`src/rtl/seq_divider_pkg.sv`:
```
// rtl/seq_divider_pkg.sv - shared state encodings and default width for the sequential divider
package seq_divider_pkg;

  localparam int WITH_DEFAULT = 8;

  typedef enum logic [1:0] {
    IDLE = 2'd0,
    RUN  = 2'd1,
    DONE = 2'd2
  } state_t;

endpackage

```
`src/rtl/seq_divider_sub_stage.sv`:
```
// rtl/seq_divider_sub_stage.sv - combinational WITH+1-bit subtractor with borrow out
module seq_divider_sub_stage #(
  parameter int WITH = 8
) (
  input  logic [WITH:0] a,
  input  logic [WITH:0] b,
  output logic [WITH:0] diff,
  output logic          borrow
);

  // The extra top bit of the widened difference is the borrow.
  always_comb begin
    {borrow, diff} = {1'b0, a} - {1'b0, b};
  end

endmodule

```
`src/rtl/seq_divider.sv`:
```
// rtl/seq_divider.sv - multi-cycle unsigned restoring divider, one quotient bit per clock
module seq_divider
  import seq_divider_pkg::*;
#(
  parameter int WITH = WITH_DEFAULT
) (
  input  logic            clk,
  input  logic            rst_n,
  input  logic            Start,
  input  logic [WITH-1:0] OperA,
  input  logic [WITH-1:0] OperB,
  output logic            Busy,
  output logic            Done,
  output logic [WITH-1:0] Quotient,
  output logic [WITH-1:0] Remainder,
  output logic            DivByZero
);

  localparam int CNT_W = $clog2(WITH + 1);

  state_t state, next_state;

  logic [WITH-1:0]  dvd;
  logic [WITH-1:0]  dvs;
  logic [WITH:0]    part_rem;
  logic [CNT_W-1:0] cnt;

  logic [WITH:0] rem_shift;
  logic [WITH:0] diff;
  logic          borrow;
  logic [WITH:0] rem_next;

  logic accept;
  logic opb_zero;
  logic last_iter;

  assign opb_zero  = (OperB == '0);
  assign rem_shift = (part_rem << 1) | {{WITH{1'b0}}, dvd[WITH-1]};
  assign rem_next  = borrow ? rem_shift : diff;

  seq_divider_sub_stage #(.WITH(WITH)) u_sub (
    .a      (rem_shift),
    .b      ({1'b0, dvs}),
    .diff   (diff),
    .borrow (borrow)
  );

  always_ff @(posedge clk or negedge rst_n) begin
    if (!rst_n) begin
      state <= IDLE;
    end else begin
      state <= next_state;
    end
  end

  // DONE accepts a new request just like IDLE so operations can run back to back.
  always_comb begin
    next_state = state;
    accept     = 1'b0;
    last_iter  = 1'b0;
    case (state)
      IDLE, DONE: begin
        next_state = IDLE;
        if (Start) begin
          accept     = 1'b1;
          next_state = opb_zero ? DONE : RUN;
        end
      end
      RUN: begin
        if (cnt == CNT_W'(WITH - 1)) begin
          last_iter  = 1'b1;
          next_state = DONE;
        end
      end
      default: next_state = IDLE;
    endcase
  end

  assign Busy = (state == RUN);
  assign Done = (state == DONE);

  // The dividend register doubles as the quotient register: MSBs shift out, quotient bits shift in.
  always_ff @(posedge clk or negedge rst_n) begin
    if (!rst_n) begin
      dvd       <= '0;
      dvs       <= '0;
      part_rem  <= '0;
      cnt       <= '0;
      Quotient  <= '0;
      Remainder <= '0;
      DivByZero <= 1'b0;
    end else begin
      if (accept) begin
        dvd      <= OperA;
        dvs      <= OperB;
        part_rem <= '0;
        cnt      <= '0;
      end else if (state == RUN) begin
        dvd      <= {dvd[WITH-2:0], ~borrow};
        part_rem <= rem_next;
        cnt      <= cnt + CNT_W'(1);
      end

      if (accept && opb_zero) begin
        Quotient  <= '1;
        Remainder <= OperA;
        DivByZero <= 1'b1;
      end else if (last_iter) begin
        Quotient  <= {dvd[WITH-2:0], ~borrow};
        Remainder <= rem_next[WITH-1:0];
        DivByZero <= 1'b0;
      end
    end
  end

endmodule
```
`config.mk`:
```
export PLATFORM = sky130hd
export DESIGN_NAME = seq_divider
export DESIGN_NICKNAME = d
export VERILOG_FILES = /design/src/rtl/seq_divider_pkg.sv /design/src/rtl/seq_divider_sub_stage.sv /design/src/rtl/seq_divider.sv
export SDC_FILE = /design/constraint.sdc
export NUM_CORES = 1
export LEC_CHECK = 0
export CAP_MARGIN = 0
export CELL_PAD_IN_SITES_DETAIL_PLACEMENT = 1
export CELL_PAD_IN_SITES_GLOBAL_PLACEMENT = 2
export CORE_MARGIN = 3
export CORE_UTILIZATION = 36
export CTS_CLUSTER_DIAMETER = 120
export CTS_CLUSTER_SIZE = 40
export DETAILED_ROUTE_END_ITERATION = 8
export MAX_ROUTING_LAYER = met4
export PLACE_DENSITY = 0.95
export SLEW_MARGIN = 10
export SYNTH_ARGS = -nofsm -noshare
export SYNTH_HDL_FRONTEND = slang
export SYNTH_SLANG_ARGS = --single-unit
```
`constraint.sdc`:
```
create_clock -name clk -period 3.6 [get_ports clk]
set_input_delay 0.36 -clock clk [delete_from_list [all_inputs] [get_ports clk]]
set_output_delay 0.36 -clock clk [all_outputs]
set_load 0.02 [all_outputs]
```
==> metrics.txt <==
# TYPE chip_impl_metric gauge
chip_impl_metric{name="std_cell_rows",unit=""} 29
chip_impl_metric{name="yosys.cell_types.count",unit=""} 50
chip_impl_metric{name="post_cts_buffers",unit=""} 0
chip_impl_metric{name="placeableCoreArea",unit="um2"} 6459
chip_impl_info{name="synthFlopType",value="sky130_fd_sc_hd__dfrtp_1"} 1
chip_impl_metric{name="maxSlewViolCount",unit=""} 0
chip_impl_metric{name="insertion_delay",unit="ns"} 0.30
chip_impl_metric{name="post_cts_resized",unit=""} 0
chip_impl_metric{name="cell_leakage_power",unit="nW"} 1.282
chip_impl_metric{name="nFillCells",unit=""} 746
chip_impl_metric{name="syn-instance-count",unit=""} 257
chip_impl_metric{name="max_clock_freq",unit="MHz"} 406.5
chip_impl_metric{name="drt_iter0_markers",unit=""} 89
chip_impl_metric{name="worst-slew-pin-transition",unit="ns"} 1.080
chip_impl_metric{name="cts_buffers",unit=""} 5
chip_impl_metric{name="die_x_extent",unit="um"} 88.41
chip_impl_metric{name="num_antenna_cells",unit=""} 0
chip_impl_info{name="worst-setup-path-type",value="reg2reg"} 1
chip_impl_metric{name="postSynthAreaPerCell",unit="um2"} 9.513
chip_impl_metric{name="grt-ovfl-total",unit=""} 0
chip_impl_metric{name="critPathMaxStageDelay",unit="ns"} 0.52
chip_impl_info{name="min-delay-path-class",value="in2async"} 1
chip_impl_metric{name="hold_ws",unit="ns"} 0.2504
chip_impl_metric{name="final_antenna_net_count",unit=""} 0
chip_impl_metric{name="hpwl",unit="um"} 4626
chip_impl_metric{name="fraction_of_the_core_area_covered_by_cells_at_the_end_of_the_flow",unit="%"} 45.85
chip_impl_metric{name="cts_hold_buffers",unit=""} 0
chip_impl_metric{name="ffs_latches_synth",unit=""} 47
chip_impl_metric{name="register_area",unit="um2"} 1176
chip_impl_metric{name="fin_tns_setup",unit="ns"} 0
chip_impl_metric{name="htree_levels",unit=""} 2
chip_impl_metric{name="groute.usage.overall",unit="%"} 18.14
chip_impl_metric{name="initial_utilization",unit="%"} 37.85
chip_impl_metric{name="synth_seq_area_share",unit="%"} 48.11
chip_impl_metric{name="powerDensity",unit="nW/um2"} 1085
chip_impl_metric{name="grt_pass1_vias",unit=""} 2096
chip_impl_info{name="worstSetupStartpointType",value="flop"} 1
chip_impl_metric{name="syn_area",unit="um2"} 2445
chip_impl_metric{name="number_of_antenna_violations_at_the_first_check_in_global_routing",unit=""} 0
chip_impl_metric{name="clockBufferDepth",unit=""} 2
chip_impl_metric{name="layout_worst_path_cycle_share",unit="%"} 68.34
chip_impl_metric{name="detail_route.vias_per_cell",unit=""} 5.514
chip_impl_info{name="layout_common_cells",value="47 x sky130_fd_sc_hd__dfrtp_1, 46 x sky130_fd_sc_hd__nand2_1, 36 x sky130_fd_sc_hd__clkdlybuf4s50_1"} 1
chip_impl_metric{name="total_wire_length_after_detailed_routing",unit="um"} 6340
chip_impl_info{name="cp_cell_sequence",value="ha_1, a21o_1, a221oi_2, nor2b_2, mux2i_1, o211ai_2"} 1
chip_impl_metric{name="clkSlewWorstSetupHoldPaths",unit="ns"} 0.09
chip_impl_metric{name="nNetsFinal",unit=""} 320
chip_impl_metric{name="worst-endpoint-arrival",unit="ns"} 2.63
chip_impl_metric{name="cp.required",unit="ns"} 3.77
chip_impl_metric{name="place.detailed.instances",unit=""} 361
chip_impl_metric{name="drive_gt1_share",unit="%"} 9.278
chip_impl_metric{name="area_added_between_synthesis_and_finish",unit="%"} 21.14
chip_impl_metric{name="yosysWarningCount",unit=""} 0
chip_impl_metric{name="iteration_count_of_the_initial_detailed_routing_pass",unit=""} 5
chip_impl_metric{name="timing.critical_path.fanout_max",unit=""} 10
chip_impl_info{name="element_type_at_the_critical_path_end",value="flop"} 1
chip_impl_metric{name="layout_min_cycle_time",unit="ns"} 2.460
chip_impl_metric{name="setup_viol",unit=""} 0
chip_impl_metric{name="final_cells",unit=""} 368
chip_impl_metric{name="cp_num_buf_inv",unit=""} 0
chip_impl_metric{name="final.setup_skew",unit="ns"} 0.01088
chip_impl_metric{name="routed-via-count",unit=""} 2029
chip_impl_metric{name="place.port_buffers",unit=""} 37
chip_impl_info{name="delay_heaviest_family_cp",value="compound AO/OA/AOI/OAI gates"} 1
chip_impl_metric{name="post-layout-total-power",unit="mW"} 3.214
chip_impl_metric{name="multi_input_comb_area",unit="um2"} 1150
chip_impl_metric{name="slew_headroom",unit="%"} 28.00
chip_impl_metric{name="asyncSetResetFlopFracSynth",unit="%"} 100.0
chip_impl_info{name="rsz0062_at_grt",value="false"} 1
chip_impl_metric{name="timing.final.hold_violations",unit=""} 0
chip_impl_metric{name="gpl.final_weighted_congestion",unit=""} 0.8101
chip_impl_info{name="final_common_cell",value="sky130_fd_sc_hd__dfrtp_1"} 1
chip_impl_metric{name="synth-edff-count",unit=""} 0
chip_impl_info{name="cts-root-buf",value="sky130_fd_sc_hd__clkbuf_8"} 1
chip_impl_metric{name="first_pass_grt_wire_length",unit="um"} 10580
chip_impl_metric{name="grt_start_max_net_pins",unit=""} 48
chip_impl_metric{name="cts_num_sinks",unit=""} 47
chip_impl_metric{name="fp.dieArea",unit="um2"} 7816
chip_impl_info{name="cts_tree",value="yes"} 1
chip_impl_metric{name="floorplan.io_pins",unit=""} 38
chip_impl_metric{name="ir_drop",unit="uV"} 488.0
chip_impl_metric{name="syn_nets",unit=""} 286
chip_impl_metric{name="die_height",unit="um"} 88.41
chip_impl_metric{name="wl_per_cell",unit="um"} 17.23
chip_impl_info{name="critical-path-slowest-cell",value="sky130_fd_sc_hd__nor2b_2"} 1
chip_impl_metric{name="drc_errors",unit=""} 0
chip_impl_info{name="result_of_the_run",value="finished, final reports clean"} 1
chip_impl_metric{name="maxCapViolCount",unit=""} 0
==> layer usage <==
layer	wire length (um)	up-vias	part of all wire, %	GRT usage [%]
met3	169	11	2.7	2.793
met5	0	-	0	-
met1	2915	1030	46	23.27
met4	82	0	1.3	4.945
li1	-	960	-	-
met2	3172	28	50	29.91
==> sequential cells by signal, summed over array words and instances (netlist names) <==
signal / cells
state: 2
part_rem: 8
Quotient: 8
cnt: 4
dvd: 8
Remainder: 8
dvs: 8
DivByZero: 1
==> per-stage QoR <==
stage               setup WS (ns)  cell area [um2]
detailed placement          1.130             2855
CTS                         1.124             2962
finish                      1.140             2962
global route               0.9706             2962
global placement            1.180             2855
floorplan                   1.612             2445
==> worst reg2reg max path, delay by kind of cell (launching register included) <==
kind | cells | cell delay [ns]
fa+ha+maj | 1 | 0.41
simple gates | 1 | 0.52
mux | 1 | 0.38
compound gates | 3 | 0.61
flops | 1 | 0.41
==> final timing paths <==
| kind | startpoint | depth (start not counted) | endpoint | slack (ns) |
|---|---|---|---|---|
| max | part_rem[5] | 6 | Remainder[1] | 1.14 |
| max reg2reg | part_rem[5] | 6 | Remainder[1] | 1.14 |
| max in group asynchronous | rst_n | 1 | part_rem[1] | 2.67 |
| min reg2reg | dvs[0] | 2 | dvs[0] | 0.49 |
| min | rst_n | 1 | Quotient[5] | 0.25 |
| min in group clk | dvs[0] | 2 | dvs[0] | 0.49 |
==> cell usage after synthesis, types with 2 or more instances <==
master	instances	area, um2
sky130_fd_sc_hd__dfrtp_1	47	1176
sky130_fd_sc_hd__nand2_1	46	172.7
sky130_fd_sc_hd__o21ai_0	24	120.1
sky130_fd_sc_hd__nor2_1	21	78.83
sky130_fd_sc_hd__inv_1	11	41.29
sky130_fd_sc_hd__ha_1	9	112.6
sky130_fd_sc_hd__nand3_1	8	40.04
sky130_fd_sc_hd__o22ai_1	8	50.05
sky130_fd_sc_hd__a21oi_1	7	35.03
sky130_fd_sc_hd__o21ai_1	7	35.03
sky130_fd_sc_hd__clkbuf_1	5	18.77
sky130_fd_sc_hd__mux2i_1	5	50.05
sky130_fd_sc_hd__nand2b_1	4	25.02
sky130_fd_sc_hd__buf_1	3	11.26
sky130_fd_sc_hd__buf_6	3	33.78
sky130_fd_sc_hd__o211ai_2	3	37.54
sky130_fd_sc_hd__xor2_1	3	26.28
sky130_fd_sc_hd__a211oi_1	2	15.01
sky130_fd_sc_hd__a21o_1	2	15.01
sky130_fd_sc_hd__and3_1	2	12.51
sky130_fd_sc_hd__buf_2	2	10.01
sky130_fd_sc_hd__mux2_2	2	22.52
sky130_fd_sc_hd__nor2b_1	2	12.51
sky130_fd_sc_hd__nor3b_1	2	15.01
sky130_fd_sc_hd__nor4_1	2	12.51
sky130_fd_sc_hd__o211ai_1	2	15.01
sky130_fd_sc_hd__o21ai_2	2	17.52
==> layout make-up <==
type | count | share of cell area (%)
flip-flops and latches | 47 | 39.71
clock buffers | 5 | 2.324
inverters | 12 | 1.521
repair buffers | 40 | 13.10
clock inverters | 2 | 1.267
well taps | 77 | 3.253
multi-input cells | 185 | 38.83
==> cell families after synthesis <==
| kind of cell | Yosys count | share of synthesized area (%) |
|---|---|---|
| DFF | 47 | 48.11 |
| and+or+nand+nor | 97 | 18.42 |
| adders and majority gates | 10 | 5.425 |
| xor gates and xnor gates | 3 | 1.075 |
| muxes | 8 | 3.582 |
| AOI/OAI and AO/OA | 67 | 18.53 |
| buffers and inverters | 25 | 4.862 |
==> report_power, final <==
| part | internal [mW] | switching [mW] |
|---|---|---|
| combinational | 0.781 | 1.08 |
| sequential | 0.793 | 0.172 |
| clock | 0.203 | 0.183 |
No activity file was read; power rests on OpenSTA's default activity.
